<file path="src/rtl/seq_pattern_ctrl.sv">
// Programmable (i2, i1) stimulus sequencer: plays a table of (bits, dwell) steps
// onto a detector's inputs and records whether its match output fired.
module seq_pattern_ctrl #(
  parameter int unsigned DEPTH = 16,
  parameter int unsigned AW    = 4,
  parameter int unsigned DW    = 12
) (
  input  logic          clk,
  input  logic          reset,
  input  logic          cfg_we,
  input  logic [AW-1:0] cfg_addr,
  input  logic [DW+1:0] cfg_wdata,
  input  logic [AW:0]   cfg_len,
  input  logic          start,
  input  logic          abort,
  input  logic          match_in,
  output logic          i2,
  output logic          i1,
  output logic          busy,
  output logic          done,
  output logic          hit,
  output logic [AW-1:0] step_idx
);

  localparam int unsigned EW = DW + 2;
  localparam int unsigned LW = AW + 1;

  typedef enum logic [0:0] {
    IDLE = 1'b0,
    RUN  = 1'b1
  } state_e;

  state_e        state_q, state_d;
  logic          i2_q, i2_d;
  logic          i1_q, i1_d;
  logic          busy_q, busy_d;
  logic          done_q, done_d;
  logic          hit_q, hit_d;
  logic [AW-1:0] step_q, step_d;
  logic [DW-1:0] cnt_q, cnt_d;
  logic [LW-1:0] len_q, len_d;

  logic [EW-1:0] tbl_q [DEPTH];

  logic [LW-1:0] eff_len_c;
  logic [EW-1:0] first_c;
  logic [EW-1:0] next_c;
  logic          last_step_c;

  // A programmed dwell of zero still occupies one cycle.
  function automatic logic [DW-1:0] dwell_m1(input logic [DW-1:0] dw);
    return (dw == '0) ? '0 : dw - DW'(1);
  endfunction

  assign eff_len_c   = (cfg_len > LW'(DEPTH)) ? LW'(DEPTH) : cfg_len;
  assign first_c     = tbl_q[0];
  assign next_c      = tbl_q[step_q + AW'(1)];
  assign last_step_c = ({1'b0, step_q} == (len_q - LW'(1)));

  // Table is writable only while idle so a run always sees a stable table.
  always_ff @(posedge clk) begin
    if (reset && cfg_we && (state_q == IDLE)) begin
      tbl_q[cfg_addr] <= cfg_wdata;
    end
  end

  always_ff @(posedge clk) begin
    if (!reset) begin
      state_q <= IDLE;
      i2_q    <= 1'b0;
      i1_q    <= 1'b0;
      busy_q  <= 1'b0;
      done_q  <= 1'b0;
      hit_q   <= 1'b0;
      step_q  <= '0;
      cnt_q   <= '0;
      len_q   <= '0;
    end else begin
      state_q <= state_d;
      i2_q    <= i2_d;
      i1_q    <= i1_d;
      busy_q  <= busy_d;
      done_q  <= done_d;
      hit_q   <= hit_d;
      step_q  <= step_d;
      cnt_q   <= cnt_d;
      len_q   <= len_d;
    end
  end

  // Next-state and output logic.
  always_comb begin
    state_d = state_q;
    i2_d    = i2_q;
    i1_d    = i1_q;
    busy_d  = busy_q;
    done_d  = 1'b0;
    hit_d   = hit_q | (busy_q & match_in);
    step_d  = step_q;
    cnt_d   = cnt_q;
    len_d   = len_q;

    case (state_q)
      IDLE: begin
        i2_d   = 1'b0;
        i1_d   = 1'b0;
        busy_d = 1'b0;
        if (start) begin
          hit_d = 1'b0;
          if (eff_len_c != '0) begin
            state_d = RUN;
            busy_d  = 1'b1;
            step_d  = '0;
            i2_d    = first_c[DW+1];
            i1_d    = first_c[DW];
            cnt_d   = dwell_m1(first_c[DW-1:0]);
            len_d   = eff_len_c;
          end else begin
            done_d = 1'b1;
          end
        end
      end

      RUN: begin
        if (abort) begin
          state_d = IDLE;
          i2_d    = 1'b0;
          i1_d    = 1'b0;
          busy_d  = 1'b0;
        end else if (cnt_q != '0) begin
          cnt_d = cnt_q - DW'(1);
        end else if (last_step_c) begin
          state_d = IDLE;
          i2_d    = 1'b0;
          i1_d    = 1'b0;
          busy_d  = 1'b0;
          done_d  = 1'b1;
        end else begin
          step_d = step_q + AW'(1);
          i2_d   = next_c[DW+1];
          i1_d   = next_c[DW];
          cnt_d  = dwell_m1(next_c[DW-1:0]);
        end
      end

      default: begin
        state_d = IDLE;
        i2_d    = 1'b0;
        i1_d    = 1'b0;
        busy_d  = 1'b0;
      end
    endcase
  end

  assign i2       = i2_q;
  assign i1       = i1_q;
  assign busy     = busy_q;
  assign done     = done_q;
  assign hit      = hit_q;
  assign step_idx = step_q;

endmodule
</file>
<file path="config.mk">
export PLATFORM = sky130hd
export DESIGN_NAME = seq_pattern_ctrl
export DESIGN_NICKNAME = d
export VERILOG_FILES = /design/src/rtl/seq_pattern_ctrl.sv
export SDC_FILE = /design/constraint.sdc
export NUM_CORES = 1
export LEC_CHECK = 0
export BUFFER_PORTS_ARGS = -buffer_cell sky130_fd_sc_hd__buf_2
export CAP_MARGIN = 0
export CORE_UTILIZATION = 35
export CTS_CLUSTER_SIZE = 8
export DETAILED_ROUTE_END_ITERATION = 16
export PLACE_DENSITY = 0.54
export SYNTH_ARGS = -nofsm -noshare
export SYNTH_HDL_FRONTEND = slang
export SYNTH_SLANG_ARGS = --single-unit
</file>
<file path="constraint.sdc">
create_clock -name clk -period 3.2 [get_ports clk]
set_clock_uncertainty 0.05 [all_clocks]
set_input_delay 0.32 -clock clk [delete_from_list [all_inputs] [get_ports clk]]
set_output_delay 0.32 -clock clk [all_outputs]
set_load 0.01 [all_outputs]
</file>
Word level (Yosys, flattened, before mapping)
Memories as Yosys holds them, arrays and structs flattened.
Index checks and enable logic that the tools add are counted.
{"block": "totals", "out_inout_bits": 9, "word_cells": 85, "input_bits": 29, "mem_bits_rw": 224, "n_memories": 1, "ff_bits": 27}
{"block": "classes", "n_reduce_logical": 10, "eq_ne": 9, "add_sub_neg": 5, "n_mux": 47, "bitwise_logic": 3, "magnitude_cmp": 1}
{"name": "tbl_q", "words": 16, "word_bits": 14, "read_ports": 2, "rd_clocked_by_memory_dff": 0, "wr": 1, "line": "43", "source": "logic [EW-1:0] tbl_q [DEPTH];"}
{"op": "12-bit 2-to-1 mux", "n": 7}
{"op": "12-bit by 1-bit subtractor with 12-bit output (second input constant)", "n": 3}
{"op": "1-bit 2-to-1 mux", "n": 27}
{"op": "12-bit logical NOT", "n": 2}
{"op": "12-bit one-hot mux with 2 select lines", "n": 1}
{"op": "4-bit 2-to-1 mux", "n": 5}
{"op": "12-bit nonzero test", "n": 1}
{"op": "1-bit one-hot mux with 2 select lines", "n": 5}
{"op": "2-bit != test (second input constant)", "n": 4}
{"op": "4-bit one-hot mux with 2 select lines", "n": 1}
{"op": "3-bit by 2-bit != test with 1-bit output (second input constant)", "n": 2}
{"op": "4-bit by 5-bit == test with 1-bit output", "n": 1}
{"op": "5-bit > comparator (second input constant)", "n": 1}
{"op": "5-bit 2-to-1 mux", "n": 1}
{"op": "5-bit AND reduction", "n": 1}
{"op": "5-bit nonzero test", "n": 1}
{"op": "5-bit by 1-bit subtractor with 5-bit output (second input constant)", "n": 1}
{"op": "4-bit by 1-bit adder with 4-bit output (second input constant)", "n": 1}
{"op": "4-bit AND reduction", "n": 1}
{"op": "3-bit != test (second input constant)", "n": 1}
{"op": "3-bit AND reduction", "n": 1}
{"op": "1-bit logical AND", "n": 2}
{"op": "2-bit by 1-bit != test with 1-bit output (second input constant)", "n": 1}
{"op": "2-bit AND reduction", "n": 1}
{"op": "3 further kinds", "n": 3}

Longest topological paths before layout
Gate-level depths: netlist of run 1.
An unclocked memory read counts as a cell.
{"block": "depth", "depth_word": 8, "depth_mapped": 15, "depth_no_buf": 12}

Worst setup path after synthesis of run 1
No wires, ideal clock.
{"block": "synth_timing", "kind": "reg2reg", "start": "register step_q[1], in the netlist step_idx[1]", "end": "register cnt_q[8]", "synth_period_minus_slack_ns": 3.024, "n_path_buf": 2, "setup_ns": 0.081, "t_required_ns": 3.069, "arrival_ns": 2.894, "path_slack_ns": 0.176, "stages_incl_launch_ff": 15, "path_cell_list": "dfxtp_1 > ha_1 > buf_2 > clkbuf_1 > mux4_2 > mux2i_1 > nand2_1 > o21ai_0 > ha_1 > inv_1 > nor2_1 > nor4b_1 > xor2_1 > nand2_1 > a41oi_1"}
{"block": "synth_between", "elab_chain_cells": 8, "elab_cells_between_ends": 12, "cone_classes": "add/sub (2); eq/ne (2); mux (5); reduce/logical (2); memory (1)"}
{"item": "from (decl)", "line": "39", "source": "logic [AW-1:0] step_q, step_d;"}
{"item": "from (signal assigned)", "line": "85", "source": "step_q <= step_d;"}
{"item": "4-bit by 1-bit adder with 4-bit output", "line": "57", "source": "assign next_c = tbl_q[step_q + AW'(1)];"}
{"item": "memory 16 x 14 bit"}
{"item": "12-bit by 1-bit subtractor with 12-bit output or 12-bit logical NOT (tied branches)", "line": "52", "source": "return (dw == '0) ? '0 : dw - DW'(1);"}
{"item": "12-bit 2-to-1 mux", "line": "52"}
{"item": "12-bit 2-to-1 mux", "line": "132", "source": "end else if (last_step_c) begin"}
{"item": "12-bit 2-to-1 mux", "line": "130", "source": "end else if (cnt_q != '0) begin"}
{"item": "12-bit 2-to-1 mux", "line": "125", "source": "if (abort) begin"}
{"item": "12-bit one-hot mux with 2 select lines", "line": "103", "source": "case (state_q)"}
{"item": "to (signal assigned)", "line": "86", "source": "cnt_q <= cnt_d;"}
{"item": "to (decl)", "line": "40", "source": "logic [DW-1:0] cnt_q, cnt_d;"}
Several ways; a longest one is shown, not always the timed one. The select of a mux whose other input is x is not followed.
A chain may end at the register's enable or synchronous reset.

Worst setup path after layout of run 1
{"block": "layout_timing", "start": "register step_q[0], in the netlist step_idx[0]", "end": "register cnt_q[11]"}
The elaborated chain is that of the path after synthesis.

==> qor.csv, run 1 <==
stage,metric,value,unit
sta,Slew HR,0.547,
critical_path,Critical Path RT,3.53,ns
logic_synthesis,Syn Inst Count,697,
sta,setup TNS,0,ns
routing,via-per-instance ratio,5.52,
power,sw frac,0.212,
floorplanning,initial cell density of the core,0.359,
sta,Slew @ Worst Pin,0.677,ns
global_routing,vias in the first global route,6723,
logic_synthesis,simple logic cell fraction of the synthesized area,0.0944,
clocking,CTS Buf Count,37,
global_routing,Overall Global Routing Usage,0.168,
clocking,Max clock buf depth,3,
sta,Setup Viol. Count Final,0,
sta,Hold WS,0.0210,ns
sta,Slew Limit Fails,0,
critical_path,crit-path cells,"ha_4, buf_6, mux4_2, mux4_2, nor4_4, a31oi_1, o21ai_1, a31oi_1",
clocking,CTS sink count,251,
routing,WL final,27.2,mm
logic_synthesis,Ys Warns,0,
logic_synthesis,Syn Area/Cell,15.9,sq um
critical_path,Critical Path Max Stage Delay,0.58,ns
place,placed wire-length estimate,17.2,mm
min_path,Min-Delay Path Class,in -> reg,
final_layout,ANT cells,0,
job,maxcap violations,0,
critical_path,Setup crit start kind,flop,
routing,Post-route DRC,0,
global_routing,initial antenna violation count,0,
power,leakage,0.00430,uW
clocking,Clock Root Buffer,clkbuf_16,
final_layout,nets@finish,823,
routing,drt first pass iters,4,
power,Sequential Power Share,0.486,
place,placed cells,1141,
sta,post-layout min period,3.01,ns
place,# port buffers,37,
power,sw power,1600,uW
routing,wire per inst,22.8,microns
power,VDD IR max,355,uV
logic_synthesis,largest family of logic cells by synthesized area,multiplexers,
logic_synthesis,Post-synth EDFFs,224,
final_layout,Finished Layout Cells,1190,
routing,initial DRC count,460,
logic_synthesis,sequential-to-total area share from yosys stat,0.655,
sta,final hold viol count,0,
clocking,clk slew on worst S/H paths,0.05,ns
clocking,worst-skew pair later-pin latency,0.52,ns
power,combinational fraction of design power,0.050,
floorplanning,Die Width,180,microns
final_layout,ratio of cells with drive above 1 in the final layout,0.264,
global_routing,largest net degree at the start of global routing,38,
logic_synthesis,post-synthesis adder-cell area fraction,0.00789,
critical_path,CP max stage cell,mux4_2,
critical_path,Setup Crit Path Kind,reg -> reg,
power,Power per Cell Area,571,nW/um^2
clocking,H-tree depth reported by CTS,2,
clocking,CTS tree,done,
critical_path,worst-path fanout max,14,
global_routing,overflow left after global routing,0,
sta,RSZ-0062 raised after global routing,false,
status,status,"complete, no violations",
logic_synthesis,mux cell area share after synthesis,0.140,
logic_synthesis,Post-synth top flop,edfxtp_1,
global_routing,first-pass GRT wire length,41.1,mm
critical_path,Worst setup EP type,flop,
routing,vias,6567,
floorplanning,die area,32400,sq um
logic_synthesis,Yosys cell types,66,
floorplanning,CORE AREA,30900,sq um
power,Clock power frac,0.464,
floorplanning,io pins,38,
critical_path,crit path DAT,3.34,ns
logic_synthesis,ys async rst share,0,
power,Internal,5910,uW
logic_synthesis,post-synthesis net count,733,
floorplanning,Die Y,180,microns
final_layout,Area Overhead vs Synth,18.5,%
place,GP Congestion,0.897,
sta,highest clock rate,0.332,GHz
routing,Routed Antenna Nets,0,
logic_synthesis,Compound-Gate Fraction of Synth Area,0.0561,
logic_synthesis,Synth Area in XOR/XNOR,0.0235,
sta,fin crit share,0.941,
floorplanning,# rows,64,
logic_synthesis,Post-Syn Area,11100,sq um
logic_synthesis,Yosys reg bits,251,
cells by family after synthesis:
group / count (synthesis)
AOI/OAI and AO/OA: 89
xor gates and xnor gates: 28
adders and majority gates: 7
buffers and inverters: 48
DFF: 251
muxes: 92
and+or+nand+nor: 182
cells in the mapped netlist, drive strengths merged (4+ instances only):
| master | number | area [sq um] |
|---|---|---|
| a21boi | 4 | 30.0 |
| a22oi | 5 | 37.5 |
| nand2b | 7 | 43.8 |
| ha | 7 | 87.6 |
| or3 | 7 | 43.8 |
| o21ai | 17 | 85.1 |
| mux2i | 31 | 318 |
| inv | 12 | 45.0 |
| a21oi | 13 | 65.1 |
| buf | 21 | 149 |
| edfxtp | 224 | 6730 |
| nor2 | 38 | 143 |
| nor4 | 8 | 65.1 |
| nor3 | 23 | 131 |
| dfxtp | 27 | 541 |
| o22ai | 5 | 31.3 |
| nand2 | 22 | 82.6 |
| clkbuf | 15 | 60.1 |
| mux4 | 49 | 1100 |
| nor2b | 11 | 68.8 |
| o211ai | 7 | 52.6 |
| xor2 | 12 | 105 |
| nand4 | 5 | 31.3 |
| nand3b | 11 | 82.6 |
| nand3 | 9 | 50.1 |
| and2 | 4 | 25.0 |
| xnor2 | 16 | 155 |
| nor3b | 24 | 180 |
| a31oi | 16 | 106 |
| mux2 | 12 | 135 |
metrics by stage:
stage	total power, uW	util	area, sq um	setup slack (ns)
2_1_floorplan	3930	-	11100	0.176
3_3_place_gp	4070	0.390	12100	0.140
3_5_place_dp	4080	0.390	12100	0.0659
4_1_cts	7580	0.423	13100	0.0534
5_1_grt	7740	0.425	13100	0.0123
6_report	7510	0.425	13100	0.187
critical path, delay by kind of cell, from the launching register on:
family          cells  cell delay [ns]
mux                 2             0.89
simple gates        1             0.50
compound gates      3             0.46
fa+ha+maj           1             0.40
flops               1             0.36
buf+inv             1             0.21
registers in the layout, indices dropped and copies added, names as in the netlist:
signal and count:
cnt_q 12, busy 1, i2 1, tbl_q 224, i1 1, done 1
step_idx 4, state_q 1, len_q 5, hit 1
path summary, 6_finish.rpt:
| path | startpoint | slack [ns] | end | depth (start not counted) |
|---|---|---|---|---|
| worst max-delay path | step_idx[0] | 0.19 | cnt_q[11] | 8 |
| worst min-delay path | match_in | 0.02 | hit | 3 |
| worst max register to register | step_idx[0] | 0.19 | cnt_q[11] | 8 |
| worst min register to register | hit | 0.43 | hit | 2 |
cells in the final DEF, fill, tap and decap left out, types with 5 or more instances in the layout:
master and count:
xnor2_1 14, o21ai_1 6, nor3b_1 24, nand2_1 22, mux4_2 49, a31oi_1 15, buf_12 7, nand2b_1 7
o211ai_1 7, nor3_2 5, nand3_1 8, nand4_1 5, ha_1 6, nor4_1 5, o21ai_0 11, xor2_1 12
nor2_1 38, dfxtp_1 26, mux2_2 11, o22ai_1 5, or3_1 7, edfxtp_1 224, buf_4 40, inv_1 12
a21oi_1 13, nand3b_1 11, clkbuf_1 6, nor3_1 17, clkbuf_16 37, nor2b_1 11, mux2i_1 29, a22oi_1 5
buf_2 37
per-layer routing:
metal  share of wire  vias to the layer above  track usage
met2            0.49                      191        0.280
li1                -                     2941            -
met3           0.052                       42       0.0275
met5               0                        -            0
met4           0.018                        0       0.0468
met1            0.44                     3393        0.228
repair_timing:
| action | 4_1_cts | 5_1_grt |
|---|---|---|
| setup endpoints to repair | 0 | 12 |
| hold buffers | 0 | 0 |
| setup buffers | 0 | 3 |
| gates resized for setup | 0 | 6 |
power by group through the flow:
stage                     clock [uW]  sequential [uW]  combinational [uW]
after global routing            3680             3650                 412
final                           3490             3650                 374
after global placement             0             3710                 362
after detailed placement           0             3710                 373
after floorplan                    0             3700                 224
after CTS                       3560             3650                 374
area by class of cell:
class / instances / area, sq um
Tap cell: 396 / 495
Sequential cell: 251 / 7270
Clock inverter: 3 / 76.3
Multi-Input combinational cell: 398 / 3650
Fill cell: 2748 / 17800
Timing Repair Buffer: 87 / 663
Clock buffer: 43 / 948
Inverter: 12 / 45.0
No activity file was read; power rests on OpenSTA's default activity.
==> inputs of run 2 (changes only) <==
--- a/config.mk
+++ b/config.mk
@@ -10,7 +10,7 @@
 export CORE_UTILIZATION = 35
 export CTS_CLUSTER_SIZE = 8
 export DETAILED_ROUTE_END_ITERATION = 16
-export PLACE_DENSITY = 0.54
+export PLACE_DENSITY = 0.52
 export SYNTH_ARGS = -nofsm -noshare
 export SYNTH_HDL_FRONTEND = slang
 export SYNTH_SLANG_ARGS = --single-unit
==> constraint.sdc (replaced) <==
create_clock -name clk -period 3.6 [get_ports clk]
set_clock_uncertainty 0.05 [all_clocks]
set_input_delay 0.36 -clock clk [delete_from_list [all_inputs] [get_ports clk]]
set_output_delay 0.36 -clock clk [all_outputs]
set_load 0.01 [all_outputs]
==> run 2 against run 1 <==
Net effect: via count is 1.3% lower; hold slack better by 0.054 ns; combinational power is 13% lower; worst setup slack better by 0.016 ns; global-route usage is 0.28 points lower; first-iteration DRC count is 7.6% higher; sequential cell count stayed put.
==> qor.csv, run 2 (same netlist as run 1, synthesis figures left out) <==
stage,metric,value,unit,change
status,status,"complete, no violations",,unchanged
power,VDD IR max,303,uV,was 355 uV
critical_path,Setup Crit Path Kind,reg -> reg,,unchanged
place,Placement Cell Area,11900,sq um,"was 12,100 sq um"
final_layout,Area Overhead vs Synth,17.2,%,was 18.5%
floorplanning,Die Width,180,microns,unchanged
final_layout,nets@finish,814,,was 823
floorplanning,CORE AREA,30900,sq um,unchanged
floorplanning,io pins,38,,unchanged
min_path,hold_sp,match_in,,unchanged
power,Power per Cell Area,514,nW/um^2,was 571 nW/um^2
clocking,H-tree depth reported by CTS,2,,unchanged
routing,Post-route DRC,0,,unchanged
final_layout,register area,7270,sq um,unchanged
global_routing,largest net degree at the start of global routing,50,,was 38
sta,Slew Limit Fails,0,,unchanged
place,placed wire-length estimate,17.0,mm,was 17.2 mm
clocking,CTS tree,done,,unchanged
critical_path,Worst setup EP type,flop,,unchanged
floorplanning,die area,32400,sq um,unchanged
critical_path,reg2reg start,step_idx[0],,unchanged
final_layout,top flop regs,"tbl_q x224, cnt_q x12, len_q x5",,unchanged
clocking,clk slew on worst S/H paths,0.05,ns,about the same
power,leakage,0.00423,uW,was 0.00430 uW
clocking,CTS Buf Count,37,,unchanged
final_layout,Finished Layout Cells,1187,,"was 1,190"
place,# port buffers,37,,unchanged
final_layout,Reg with most FFs,tbl_q,,unchanged
clocking,postcts setup bufs,0,,unchanged
final_layout,Fillers,2744,,"was 2,748"
sta,RSZ-0062 raised after global routing,false,,unchanged
clocking,CTS sink count,251,,unchanged
critical_path,crit-path cells,"buf_12, mux4_2, mux2_2, mux2i_1, ha_1, inv_1, nor2_1, nor4b_1, xor2_1, nand2_1, a41oi_1",,"was ha_4, buf_6, mux4_2, mux4_2, nor4_4, a31oi_1, o21ai_1, a31oi_1"
critical_path,Critical Path Max Stage Delay,0.54,ns,was 0.58 ns
routing,Routed Antenna Nets,0,,unchanged
global_routing,vias in the first global route,6540,,"was 6,723"
final_layout,post-route cell area,13000,sq um,"was 13,100 sq um"
job,maxcap violations,0,,unchanged
final_layout,area of the multi-input gates,3630,sq um,was 3650 sq um
sta,fin crit share,0.944,,was 0.941
critical_path,CP max stage cell,mux4_2,,unchanged
global_routing,first-pass GRT wire length,40.3,mm,was 41.1 mm
final_layout,ANT cells,0,,unchanged
sta,Hold WS,0.0751,ns,was 0.0210 ns
floorplanning,Die Y,180,microns,unchanged
global_routing,overflow left after global routing,0,,unchanged
floorplanning,# rows,64,,unchanged
sta,post-layout min period,3.40,ns,was 3.01 ns
sta,highest clock rate,0.294,GHz,was 0.332 GHz
min_path,Min-Delay Path Class,in -> reg,,unchanged
sta,Slew HR,0.547,,about the same
final_layout,Util after Layout,0.421,,was 0.425
final_layout,max reg flops,224,,unchanged
critical_path,Setup crit start kind,flop,,unchanged
sta,Setup Viol. Count Final,0,,unchanged
routing,drt first pass iters,5,,was 4
final_layout,"commonest non-fill, non-tap cell in the layout",edfxtp_1,,unchanged
clocking,worst-skew pair later-pin latency,0.51,ns,was 0.52 ns
clocking,Max clock buf depth,3,,unchanged
clocking,Post-CTS Resized,0,,unchanged
final_layout,ratio of cells with drive above 1 in the final layout,0.252,,was 0.264
global_routing,Overall Global Routing Usage,0.165,,was 0.168
sta,setup TNS,0,ns,unchanged
sta,Slew @ Worst Pin,0.673,ns,was 0.677 ns
final_layout,most frequent cells in the layout,"224 x edfxtp_1, 49 x mux4_2, 38 x nor2_1, 38 x clkbuf_16, 38 x buf_4",,"was 224 x edfxtp_1, 49 x mux4_2, 40 x buf_4, 38 x nor2_1"
routing,initial DRC count,495,,was 460
floorplanning,initial cell density of the core,0.359,,unchanged
routing,wire per inst,22.5,microns,was 22.8 microns
place,GP Congestion,0.845,,was 0.897
sta,final hold viol count,0,,unchanged
critical_path,worst-path fanout max,49,,was 14
critical_path,Critical Path RT,3.98,ns,was 3.53 ns
clocking,hold buffers post-CTS,0,,unchanged
routing,via-per-instance ratio,5.46,,was 5.52
global_routing,initial antenna violation count,1,,was 0
clocking,Clock Root Buffer,clkbuf_16,,unchanged
routing,vias,6482,,"was 6,567"
critical_path,crit path DAT,3.78,ns,was 3.34 ns
place,placed cells,1130,,"was 1,141"
routing,WL final,26.7,mm,was 27.2 mm
critical_path,Critical Path Start,step_idx[0],,unchanged
[run 2: final cells by class]
class | count | share of cell area
Clock buffer | 50 | 0.0774
Tap cell | 396 | 0.0381
Inverter | 12 | 0.00346
Sequential cell | 251 | 0.559
Multi-Input combinational cell | 398 | 0.279
Timing Repair Buffer | 78 | 0.0401
Clock inverter | 2 | 0.00279
[run 2: worst paths after layout]
check        endpoint  slack (ns)  depth (start not counted)
max          cnt_q[8]        0.20                         11
min               hit        0.08                          3
max reg2reg  cnt_q[8]        0.20                         11
min reg2reg       hit        0.45                          2
[run 2: stage by stage]
stage                     worst slack [ns]  total power (uW)
after global placement               0.343              3610
after detailed placement             0.196              3620
after global routing                0.0500              6900
after floorplan                      0.576              3490
final                                0.203              6680
after CTS                            0.182              6750
[run 2: power breakdown]
part	leakage, uW	internal [uW]	total (uW)	switching, uW
combinational	0.00149	122	327	205
clock	0.000505	1930	3120	1190
sequential	0.00224	3210	3240	27.3
[run 2: metal layers]
| metal | vias up | part of all wire | track usage |
|---|---|---|---|
| met5 | - | 0 | 0 |
| met4 | 0 | 0.020 | 0.0458 |
| met3 | 43 | 0.052 | 0.0335 |
| met2 | 178 | 0.47 | 0.268 |
| met1 | 3315 | 0.45 | 0.226 |
| li1 | 2946 | - | - |
[run 2: critical path: cells and delay by family, from the launching register on]
kind / cells / cell delay [ns]
and+or+nand+nor: 3 / 0.60
AOI/OAI and AO/OA: 1 / 0.22
xor gates and xnor gates: 1 / 0.22
buffers and inverters: 2 / 0.40
adders and majority gates: 1 / 0.30
DFF: 1 / 0.36
muxes: 3 / 1.16
==> inputs of run 3 (changes only) <==
--- a/config.mk
+++ b/config.mk
@@ -10,7 +10,7 @@
 export CORE_UTILIZATION = 35
 export CTS_CLUSTER_SIZE = 8
 export DETAILED_ROUTE_END_ITERATION = 16
-export PLACE_DENSITY = 0.52
+export PLACE_DENSITY = 0.61
 export SYNTH_ARGS = -nofsm -noshare
 export SYNTH_HDL_FRONTEND = slang
 export SYNTH_SLANG_ARGS = --single-unit
==> run 3 against run 2 <==
Net effect: final area increased by 0.35%; die area unchanged; sequential power about the same; power fell by 0.72%; sequential share of layout area fell by 0.19 points; first-iteration DRC count is 17% higher; hold slack got worse by 0.014 ns; sequential cell count stayed put; largest power group unchanged; highest routed layer is now met5.
==> qor.csv, run 3 (same netlist as run 1, synthesis figures left out) <==
stage,metric,value,unit,change
critical_path,Critical Path Max Stage Delay,0.39,ns,was 0.54 ns
sta,Slew @ Worst Pin,1.00,ns,was 0.673 ns
min_path,Min-Delay Path Class,in -> reg,,unchanged
final_layout,ratio of cells with drive above 1 in the final layout,0.255,,was 0.252
final_layout,Reg with most FFs,tbl_q,,unchanged
floorplanning,initial cell density of the core,0.359,,unchanged
clocking,H-tree depth reported by CTS,2,,unchanged
sta,post-layout min period,3.29,ns,was 3.40 ns
sta,Slew Limit Fails,0,,unchanged
critical_path,R2R Path End,cnt_q[8],,unchanged
job,maxcap violations,0,,unchanged
clocking,clk slew on worst S/H paths,0.05,ns,about the same
power,combinational fraction of design power,0.049,,about the same
clocking,CTS sink count,251,,unchanged
power,VDD IR max,269,uV,was 303 uV
routing,wire per inst,22.5,microns,about the same
sta,final hold viol count,0,,unchanged
clocking,Clock Root Buffer,clkbuf_16,,unchanged
final_layout,max reg flops,224,,unchanged
power,Sequential Power Share,0.489,,was 0.485
sta,RSZ-0062 raised after global routing,false,,unchanged
global_routing,initial antenna violation count,1,,unchanged
floorplanning,Die Y,180,microns,unchanged
power,Clock power frac,0.462,,was 0.466
floorplanning,# rows,64,,unchanged
power,Internal,5260,uW,about the same
min_path,WHS Path Cells,3,,unchanged
floorplanning,CORE AREA,30900,sq um,unchanged
clocking,CTS Buf Count,37,,unchanged
power,leakage,0.00422,uW,was 0.00423 uW
global_routing,overflow left after global routing,0,,unchanged
routing,vias,6424,,"was 6,482"
critical_path,CP max stage cell,mux2_2,,was mux4_2
clocking,worst-skew pair later-pin latency,0.50,ns,was 0.51 ns
routing,WL final,26.6,mm,was 26.7 mm
critical_path,reg2reg start,step_idx[1],,was step_idx[0]
power,sw frac,0.208,,was 0.213
sta,highest clock rate,0.304,GHz,was 0.294 GHz
floorplanning,die area,32400,sq um,unchanged
floorplanning,io pins,38,,unchanged
final_layout,top flop regs,"tbl_q x224, cnt_q x12, len_q x5",,unchanged
critical_path,Critical Path RT,3.98,ns,about the same
sta,Slew HR,0.326,,was 0.547
sta,Setup Viol. Count Final,0,,unchanged
global_routing,Overall Global Routing Usage,0.167,,was 0.165
routing,initial DRC count,581,,was 495
clocking,CTS tree,done,,unchanged
global_routing,first-pass GRT wire length,40.6,mm,was 40.3 mm
min_path,end of the worst hold path,hit,,unchanged
critical_path,Setup Crit Path Kind,reg -> reg,,unchanged
sta,fin crit share,0.913,,was 0.944
final_layout,nets@finish,811,,was 814
clocking,Max clock buf depth,3,,unchanged
final_layout,Finished Layout Cells,1184,,"was 1,187"
status,status,"complete, no violations",,unchanged
routing,Routed Antenna Nets,0,,unchanged
critical_path,R2R depth,12,,was 11
place,placed wire-length estimate,17.5,mm,was 17.0 mm
critical_path,worst-path fanout max,12,,was 49
routing,drt first pass iters,4,,was 5
place,# port buffers,37,,unchanged
power,Total Power,6640,uW,was 6680 uW
final_layout,"commonest non-fill, non-tap cell in the layout",edfxtp_1,,unchanged
critical_path,crit path DAT,3.66,ns,was 3.78 ns
power,sw power,1380,uW,was 1420 uW
final_layout,most frequent cells in the layout,"224 x edfxtp_1, 49 x mux4_2, 38 x clkbuf_16, 37 x buf_2, 35 x nor2_1",,"was 224 x edfxtp_1, 49 x mux4_2, 38 x nor2_1, 38 x clkbuf_16, 38 x buf_4"
final_layout,ANT cells,0,,unchanged
min_path,hold_sp,match_in,,unchanged
floorplanning,Die Width,180,microns,unchanged
place,GP Congestion,0.915,,was 0.845
routing,via-per-instance ratio,5.43,,was 5.46
critical_path,Worst setup EP type,flop,,unchanged
final_layout,post-route cell area,13000,sq um,about the same
critical_path,crit-path cells,"ha_4, xnor2_4, buf_6, mux2_2, mux2i_2, ha_1, inv_1, nor2_1, nor4b_1, xor2_1, nand2_1, a41oi_1",,"was buf_12, mux4_2, mux2_2, mux2i_1, ha_1, inv_1, nor2_1, nor4b_1, xor2_1, nand2_1, a41oi_1"
critical_path,"setup slack, reg-to-reg",0.31,ns,was 0.20 ns
global_routing,largest net degree at the start of global routing,68,,was 50
place,Placement Cell Area,12000,sq um,"was 11,900 sq um"
critical_path,Setup crit start kind,flop,,unchanged
final_layout,Area Overhead vs Synth,17.6,%,was 17.2%
power,Power per Cell Area,509,nW/um^2,was 514 nW/um^2
routing,Post-route DRC,0,,unchanged
sta,setup TNS,0,ns,unchanged
place,placed cells,1131,,"was 1,130"
global_routing,vias in the first global route,6455,,"was 6,540"
==> run 3: cell count changes in the layout (fill, tap and decap cells not counted), sizes merged <==
| cell | previous run | this run |
|---|---|---|
| inv | 13 | 12 |
| buf | 78 | 75 |
| clkinv | 1 | 2 |
==> run 3: power groups by stage <==
stage / Combinational (uW) / Clock, uW / Sequential [uW]
after global placement: 323 / 0 / 3300
final: 328 / 3060 / 3250
after global routing: 364 / 3260 / 3250
after detailed placement: 325 / 0 / 3300
after floorplan: 199 / 0 / 3290
after CTS: 327 / 3140 / 3240
==> run 3: worst max-delay path: cells and delay by family, from the launching register on <==
kind                     cells  cell delay (ns)
multiplexers                 2             0.67
XOR/XNOR                     2             0.53
buffers and inverters        2             0.36
AND/OR/NAND/NOR              3             0.49
AO/OA/AOI/OAI                1             0.21
flip-flops                   1             0.38
adder cells (fa/ha/maj)      2             0.51
==> run 3: metal layers <==
metal / global-route usage / up-vias / wire [microns]
met5: 0 / - / 8
met4: 0.0550 / 2 / 633
met3: 0.0307 / 42 / 1390
met2: 0.258 / 187 / 12300
met1: 0.238 / 3267 / 12300
li1: - / 2926 / -
==> run 3: how the worst max path moves through the flow <==
stage / start / slack [ns] / depth (start not counted) / end
floorplan: step_idx[1] / 0.58 / 14 / cnt_q[8]
global placement: step_idx[1] / 0.08 / 10 / cnt_q[1]
detailed placement: step_idx[1] / 0.08 / 10 / cnt_q[10]
CTS: step_idx[1] / 0.04 / 10 / cnt_q[10]
global route: step_idx[1] / 0.04 / 12 / cnt_q[8]
finish: step_idx[1] / 0.31 / 12 / cnt_q[8]
==> run 3: stage by stage <==
step                hold slack (ns)  setup slack [ns]   util
finish                       0.0609             0.312  0.422
floorplan                     0.409             0.576      -
CTS                          0.0507            0.0406  0.421
global placement              0.407            0.0781  0.388
global route                 0.0729            0.0368  0.422
detailed placement            0.428            0.0803  0.388
==> run 3: layout make-up <==
cell class	count	area (sq um)
inverter	12	45.0
tap	396	495
multi-input combinational	398	3660
sequential	251	7270
timing repair buffer	75	553
clock buffer	50	1010
clock inverter	2	20.0
fill	2770	17900
==> run 3: timing repair <==
item | in CTS | in global routing
resized for setup | 0 | 5
buffers inserted | 0 | 1
endpoints found under the setup margin | 0 | 12
hold buffers | 0 | 0
